[config.mk]
export PLATFORM = sky130hd
export DESIGN_NAME = softmax_shift_seq
export DESIGN_NICKNAME = d
export VERILOG_FILES = /design/src/rtl/softmax_pkg.sv /design/src/rtl/softmax_vec_buf.sv /design/src/rtl/softmax_shift_seq.sv
export SDC_FILE = /design/constraint.sdc
export NUM_CORES = 1
export LEC_CHECK = 0
export ABC_AREA = 0
export ABC_CLOCK_PERIOD_IN_PS = 6300
export BUFFER_PORTS_ARGS = -buffer_cell sky130_fd_sc_hd__buf_2
export CAP_MARGIN = 10
export CORE_ASPECT_RATIO = 1.75
export CORE_MARGIN = 5
export CORE_UTILIZATION = 60
export DETAILED_ROUTE_END_ITERATION = 6
export GPL_ROUTABILITY_DRIVEN = 0
export HOLD_SLACK_MARGIN = 0.12
export PLACE_DENSITY_LB_ADDON = 0.05
export SYNTH_ARGS = -nofsm -noshare
export SYNTH_HDL_FRONTEND = slang
export SYNTH_SLANG_ARGS = --single-unit
[constraint.sdc]
create_clock -name clk -period 6.3 [get_ports clk]
set_clock_uncertainty 0.15 [all_clocks]
set_input_delay 0.315 -clock clk [delete_from_list [all_inputs] [get_ports clk]]
set_output_delay 0.315 -clock clk [all_outputs]
set_load 0.03 [all_outputs]
[src/rtl/softmax_pkg.sv]
// Shared types and helpers for the softmax front-end sequencer.
// Latency: none (types, constants and a combinational function only).
// Backpressure: not applicable.
package softmax_pkg;

  // bf16 operand as seen by the power-of-two scaling stage
  typedef struct packed {
    logic       sign;
    logic [7:0] exp;
    logic [6:0] mant;
  } bf16_t;

  typedef enum logic {
    LOAD = 1'b0,
    EMIT = 1'b1
  } state_t;

  localparam logic [15:0]       BF16_ONE  = 16'h3F80;
  localparam logic signed [7:0] LOGIT_MIN = 8'sh80;

  // Clamp a 9-bit signed difference into the signed 8-bit shift range
  function automatic logic signed [7:0] sat8(input logic signed [8:0] d);
    if (d[8] && !d[7]) begin
      return 8'sh80;
    end else if (!d[8] && d[7]) begin
      return 8'sh7F;
    end else begin
      return d[7:0];
    end
  endfunction

endpackage

[src/rtl/softmax_vec_buf.sv]
// Vector buffer: VEC_LEN x 8-bit logits (plus a mask bit with SOFTMAX_MASK_EN).
// Latency: write lands on the clock edge; read is combinational.
// Backpressure: none; the sequencer owns all flow control.
module softmax_vec_buf #(
  parameter int VEC_LEN = 16,
  localparam int AW = $clog2(VEC_LEN)
) (
  input  logic                 clk,
  input  logic                 rst_n,
  input  logic                 wr_en,
  input  logic [AW-1:0]        wr_addr,
  input  logic signed [7:0]    wr_data,
`ifdef SOFTMAX_MASK_EN
  input  logic                 wr_mask,
  output logic                 rd_mask,
`endif
  input  logic [AW-1:0]        rd_addr,
  output logic signed [7:0]    rd_data
);

  logic signed [7:0] mem [VEC_LEN];
`ifdef SOFTMAX_MASK_EN
  logic [VEC_LEN-1:0] mask_mem;
`endif

  // Single write port; contents are cleared on reset so stale vectors never leak
  always_ff @(posedge clk or negedge rst_n) begin
    if (!rst_n) begin
      for (int i = 0; i < VEC_LEN; i++) begin
        mem[i] <= '0;
      end
`ifdef SOFTMAX_MASK_EN
      mask_mem <= '0;
`endif
    end else if (wr_en) begin
      mem[wr_addr] <= wr_data;
`ifdef SOFTMAX_MASK_EN
      mask_mem[wr_addr] <= wr_mask;
`endif
    end
  end

  assign rd_data = mem[rd_addr];
`ifdef SOFTMAX_MASK_EN
  assign rd_mask = mask_mem[rd_addr];
`endif

endmodule

[src/rtl/softmax_shift_seq.sv]
// Collects one vector of int8 logits, then replays it as (bf16 seed, x - max) pairs.
// Latency: first pair valid the cycle after the closing input; 1 pair/cycle thereafter.
// Backpressure: out_ready low holds the pair; in_ready is low for the whole replay.
// Optional SOFTMAX_MASK_EN adds in_mask: masked elements skip the max and emit (0, 0).
module softmax_shift_seq
  import softmax_pkg::*;
#(
  parameter int          VEC_LEN = 16,
  parameter logic [15:0] SEED    = BF16_ONE
) (
  input  logic              clk,
  input  logic              rst_n,
  input  logic              in_valid,
  output logic              in_ready,
  input  logic signed [7:0] in_data,
  input  logic              in_last,
`ifdef SOFTMAX_MASK_EN
  input  logic              in_mask,
`endif
  output logic              out_valid,
  input  logic              out_ready,
  output logic [15:0]       out_a,
  output logic signed [7:0] out_shift,
  output logic              out_last
);

  localparam int AW = $clog2(VEC_LEN);
  localparam int CW = $clog2(VEC_LEN + 1);

  state_t            state_q, state_d;
  logic              live_q;
  logic [CW-1:0]     count_q;
  logic [CW-1:0]     len_q;
  logic [AW-1:0]     rd_q;
  logic [AW-1:0]     rd_nxt;
  logic signed [7:0] max_q;
  logic signed [7:0] max_upd;
  bf16_t             a_q;
  logic signed [7:0] shift_q;
  logic              last_q;

  logic              in_fire, out_fire, close, rd_last, emit_done;
  logic              in_masked;
  logic [AW-1:0]     rd_addr;
  logic signed [7:0] rd_data;
  logic              rd_mask;

  // Next pair to register, selected between the closing load and the replay advance
  logic signed [7:0] pair_elem;
  logic signed [7:0] pair_max;
  logic              pair_mask;
  logic              pair_last;
  logic signed [8:0] pair_diff;

  assign in_fire   = in_valid & in_ready;
  assign out_fire  = out_valid & out_ready;
  assign close     = in_fire & (in_last | (count_q == CW'(VEC_LEN - 1)));
  assign rd_last   = (CW'(rd_q) == len_q - CW'(1));
  assign emit_done = out_fire & rd_last;
  assign rd_nxt    = (rd_q == AW'(VEC_LEN - 1)) ? '0 : rd_q + AW'(1);
  assign rd_addr   = (state_q == EMIT) ? rd_nxt : '0;

`ifdef SOFTMAX_MASK_EN
  assign in_masked = in_mask;
`else
  assign in_masked = 1'b0;
  assign rd_mask   = 1'b0;
`endif

  assign max_upd = (!in_masked && (in_data > max_q)) ? in_data : max_q;

  softmax_vec_buf #(.VEC_LEN(VEC_LEN)) u_buf (
    .clk     (clk),
    .rst_n   (rst_n),
    .wr_en   (in_fire),
    .wr_addr (AW'(count_q)),
    .wr_data (in_data),
`ifdef SOFTMAX_MASK_EN
    .wr_mask (in_mask),
    .rd_mask (rd_mask),
`endif
    .rd_addr (rd_addr),
    .rd_data (rd_data)
  );

  // Pair source: on close, element 0 may be the logit arriving this very cycle
  always_comb begin
    pair_elem = rd_data;
    pair_mask = rd_mask;
    pair_max  = max_q;
    pair_last = ((CW'(rd_q) + CW'(2)) == len_q);
    if (state_q == LOAD) begin
      pair_max  = max_upd;
      pair_last = (count_q == '0);
      if (count_q == '0) begin
        pair_elem = in_data;
        pair_mask = in_masked;
      end
    end
    pair_diff = {pair_elem[7], pair_elem} - {pair_max[7], pair_max};
  end

  // State register
  always_ff @(posedge clk or negedge rst_n) begin
    if (!rst_n) state_q <= LOAD;
    else        state_q <= state_d;
  end

  // Next-state logic
  always_comb begin
    state_d = state_q;
    case (state_q)
      LOAD:    if (close)     state_d = EMIT;
      EMIT:    if (emit_done) state_d = LOAD;
      default: state_d = LOAD;
    endcase
  end

  // FSM outputs; live_q keeps in_ready low through reset and its release edge
  always_comb begin
    in_ready  = live_q & (state_q == LOAD);
    out_valid = (state_q == EMIT);
  end

  // Marks the first clock edge after reset release
  always_ff @(posedge clk or negedge rst_n) begin
    if (!rst_n) live_q <= 1'b0;
    else        live_q <= 1'b1;
  end

  // Element counter, running max, vector length and replay index
  always_ff @(posedge clk or negedge rst_n) begin
    if (!rst_n) begin
      count_q <= '0;
      len_q   <= '0;
      rd_q    <= '0;
      max_q   <= LOGIT_MIN;
    end else if (in_fire) begin
      count_q <= count_q + CW'(1);
      max_q   <= max_upd;
      if (close) begin
        len_q <= count_q + CW'(1);
        rd_q  <= '0;
      end
    end else if (emit_done) begin
      count_q <= '0;
      max_q   <= LOGIT_MIN;
    end else if (out_fire) begin
      rd_q <= rd_nxt;
    end
  end

  // Output pair register: loads on close and on every non-final handshake
  always_ff @(posedge clk or negedge rst_n) begin
    if (!rst_n) begin
      a_q     <= '0;
      shift_q <= '0;
      last_q  <= 1'b0;
    end else if (close || (out_fire && !rd_last)) begin
      a_q     <= pair_mask ? bf16_t'(16'h0000) : bf16_t'(SEED);
      shift_q <= pair_mask ? 8'sd0 : sat8(pair_diff);
      last_q  <= pair_last;
    end
  end

  assign out_a     = a_q;
  assign out_shift = shift_q;
  assign out_last  = last_q;

endmodule
==> flow_summary_export.csv <==
group,metric,value,unit
cells_and_area,drive_gt1_frac,0.266,
hold_path,hp-class,"in2reg",
drt,drc,0,
setup_path,r2r_slack,1.10,ns
global_route,grt_pass1_wl,35.5,mm
cells_and_area,syn2layout_area_growth,9.04,%
flow_run,cap_violations,0,
floorplanning,fp.dieH,169,µm
setup_path,crit_path_start,"rd_q[0]$_DFFE_PN0P_",
clock_tree,numCtsBuffers,17,
floorplanning,die-area,0.0170,mm²
drt,wl_per_cell,22.7,µm
placed_design,dpl_cell_area,0.00876,mm²
power,clock_power_share,0.187,
synth,synthArstFlopShare,1.00,
global_route,grt_pass1_vias,6514,
outcome,status,"complete, no violations",
power,power_frac_comb,0.533,
cells_and_area,nets,818,
clock_tree,clkLatencyLatePin,0.43,ns
synth,synth_top_area_share,0.467,
setup_path,endpoint,"out_shift[5]$_DFFE_PN0P_",
setup_path,critPathMaxStageDelay,0.57,ns
synth,synth-seq-cells,162,
power,power_frac_seq,0.280,
synth,syn_avg_cell_area,11.1,µm²
drt,first_iter_violations,495,
floorplanning,core,0.0142,mm²
clock_tree,hold_buffers,3,
clock_tree,tritoncts,"done",
setup_path,cp_max_fo,23,
global_route,grt_antenna_before_repair,0,
setup_path,startpoint_type,"flip-flop",
synth,netlist_area,0.00862,mm²
power,p_int,3180,µW
clock_tree,path_clk_slew,0.07,ns
sta,relSlewSlack,0.408,
floorplanning,start_util,0.606,
synth,yosysWarnings,0,
cells_and_area,diodes,0,
cells_and_area,multi_input_area,0.00420,mm²
sta,drv_slew,0,
clock_tree,numClockSinks,162,
global_route,gr-total-overflow,0,
power,power_density,606,mW/mm²
sta,fmax,0.192,GHz
drt,ant_nets,0,
setup_path,crit_family,"adder cells",
floorplanning,rows,58,
clock_tree,post_cts_buffers,0,
clock_tree,htreeDepth,4,
setup_path,reg2reg_depth,16,
sta,setup_tns,0,ns
synth,yosys.area.top_type,"dfrtp_1",
cells_and_area,fillers,1122,
sta,report.final.hold_viol_count,0,
setup_path,cp.depth,16,
drt,viasPerCell,6.42,
sta,period_share,0.825,
cells_and_area,seq_area,0.00406,mm²
drt,dr.pass1.iters,5,
synth,syn_inst,774,
setup_path,cp-end-kind,"flip-flop",
floorplanning,die_x,101,µm
clock_tree,cts-resized-gates,0,
drt,num_vias,6251,
setup_path,cp_data_arrival_time,5.37,ns
placed_design,dpl.hpwl,15.4,mm
global_route,grt_max_degree,95,
power,swShare,0.442,
setup_path,crit_type,"reg2reg",
floorplanning,io_pins,40,
clock_tree,cts.path.max_buffers,2,
setup_path,crit_chain,"ha_1 > nand3_2 > nand2_2 > mux4_2 > nor2_1 > nor3_1 > a211oi_1 > ha_1 > inv_1 > fa_1 > a21o_1 > a221oi_1 > nand2b_1 > a22oi_1 > maj3_2 > mux2_4",
power,p_leak,0.00439,µW
synth,ys_top_cells_by_count,"dfrtp_1, mux2_2, nand2_1",
sta,layout_min_cycle_time,5.20,ns
sta,setup-violations-final,0,
setup_path,worst-path-buf-inv,1,
setup_path,critPathMostFrequentCell,"ha_1",
synth,synth.distinct_cells,72,
power,vdd_drop_max,0.410,mV
power,p_switching,2520,µW
sta,tightest_slew,0.888,ns
placed_design,numPortBuffers,30,
synth,synth_seq_area_share,0.470,
synth,yosysMostFrequentCell,"dfrtp_1",
setup_path,required,6.47,ns
synth,synth_edf_count,0,
cells_and_area,stdcell_area,0.00940,mm²
drt,wirelength,22.1,mm
synth,yosys_most_used_dff,"dfrtp_1",
sta,rsz0062_at_grt,"no",
clock_tree,root_buffer,"clkbuf_16",
setup_path,timing.rr.start,"rd_q[0]$_DFFE_PN0P_",
synth,synth.area.top_cells,"dfrtp_1, mux2_2, mux4_2, nand2_1, ha_1",
setup_path,rr_endpoint,"out_shift[5]$_DFFE_PN0P_",
setup_path,slowest_stage,"dfrtp_1",
global_route,grt_usage,0.273,
worst min path at each step:
| stage | startpoint | end | slack, ns | cells past startpoint |
|---|---|---|---|---|
| 4_1_cts | in_data[7] | u_buf.mem[55]$_DFFE_PN0P_ | 0.16 | 2 |
| 3_3_place_gp | rst_n | len_q[0]$_DFFE_PN0P_ | 0.29 | 1 |
| 5_1_grt | in_data[7] | u_buf.mem[63]$_DFFE_PN0P_ | 0.17 | 2 |
| 2_1_floorplan | rst_n | count_q[0]$_DFFE_PN0P_ | -0.13 | 0 |
| 3_5_place_dp | rst_n | count_q[4]$_DFFE_PN0P_ | 0.30 | 1 |
| 6_report | in_data[7] | u_buf.mem[63]$_DFFE_PN0P_ | 0.18 | 2 |
cells in the final DEF (no fill, tap or decap), types with 5 or more instances in the layout:
cell type  instances
mux4_2            15
nand2_1           88
clkbuf_16         17
ha_1              24
a21o_1             9
o221ai_1           7
a21oi_1           21
inv_1             22
conb_1            10
or3_1              7
mux2i_1           16
o211ai_1           6
nand3_1           10
inv_8              5
a311oi_1           5
and2_1             9
mux2_2           104
nor2_1            32
dfrtp_1          161
o21ai_0           56
nand2_2            7
nand3b_1           5
nor3b_1            6
buf_2             29
xnor2_1            8
xor2_1             5
nor3_1             6
a32oi_1            5
a22o_1             9
routing by layer:
metal,GRT usage,up-vias,part of all wire
li1,-,2774,-
met1,0.334,3153,0.38
met2,0.465,243,0.52
met3,0.0384,81,0.048
met4,0.138,0,0.052
met5,0,-,0
layout make-up:
| type | count | share of cell area |
|---|---|---|
| clock buffer | 17 | 0.0452 |
| clock inverter | 15 | 0.0198 |
| inverter | 23 | 0.00918 |
| multi-input combinational | 538 | 0.447 |
| sequential | 162 | 0.431 |
| tap | 180 | 0.0239 |
| timing repair buffer | 38 | 0.0235 |
worst reg2reg max path: stages, from the launching register on:
cell      delay (ns)
dfrtp_1         0.57
ha_1            0.44
nand3_2         0.23
nand2_2         0.54
mux4_2          0.59
nor2_1          0.10
nor3_1          0.06
a211oi_1        0.20
ha_1            0.19
inv_1           0.05
fa_1            0.40
a21o_1          0.22
a221oi_1        0.37
nand2b_1        0.16
a22oi_1         0.21
maj3_2          0.37
mux2_4          0.25
registers in the layout (all words and copies together), names as in the netlist:
signal,cells
u_buf.mem,128
max_q,8
out_shift,8
count_q,5
len_q,5
rd_q,4
live_q,1
out_a,1
out_last,1
out_valid,1
logic make-up after synthesis:
| family | Yosys count | synth area share |
|---|---|---|
| AOI/OAI and AO/OA | 152 | 0.119 |
| xor gates and xnor gates | 15 | 0.0161 |
| adders and majority gates | 26 | 0.0384 |
| buffers and inverters | 82 | 0.0467 |
| DFF | 162 | 0.470 |
| muxes | 137 | 0.197 |
| other | 2 | 0.000871 |
| and+or+nand+nor | 198 | 0.113 |
metrics by stage:
stage	utilization	power (µW)	hold WS (ns)	setup WS [ns]	std cells
6_report	0.661	5700	0.179	1.10	973
5_1_grt	0.661	6070	0.165	0.737	973
4_1_cts	0.661	5670	0.163	1.14	972
3_5_place_dp	0.616	4590	0.296	1.13	937
3_3_place_gp	0.616	4480	0.286	1.25	937
2_1_floorplan	-	3870	-0.131	2.06	782
power groups by stage:
stage / logic [µW] / clock network (µW) / registers, µW
6_report: 3040 / 1070 / 1600
5_1_grt: 3320 / 1120 / 1630
4_1_cts: 3000 / 1080 / 1590
3_5_place_dp: 2980 / 0 / 1610
3_3_place_gp: 2890 / 0 / 1590
2_1_floorplan: 2330 / 0 / 1540
Note: power is estimated with default switching activity, not from simulation.
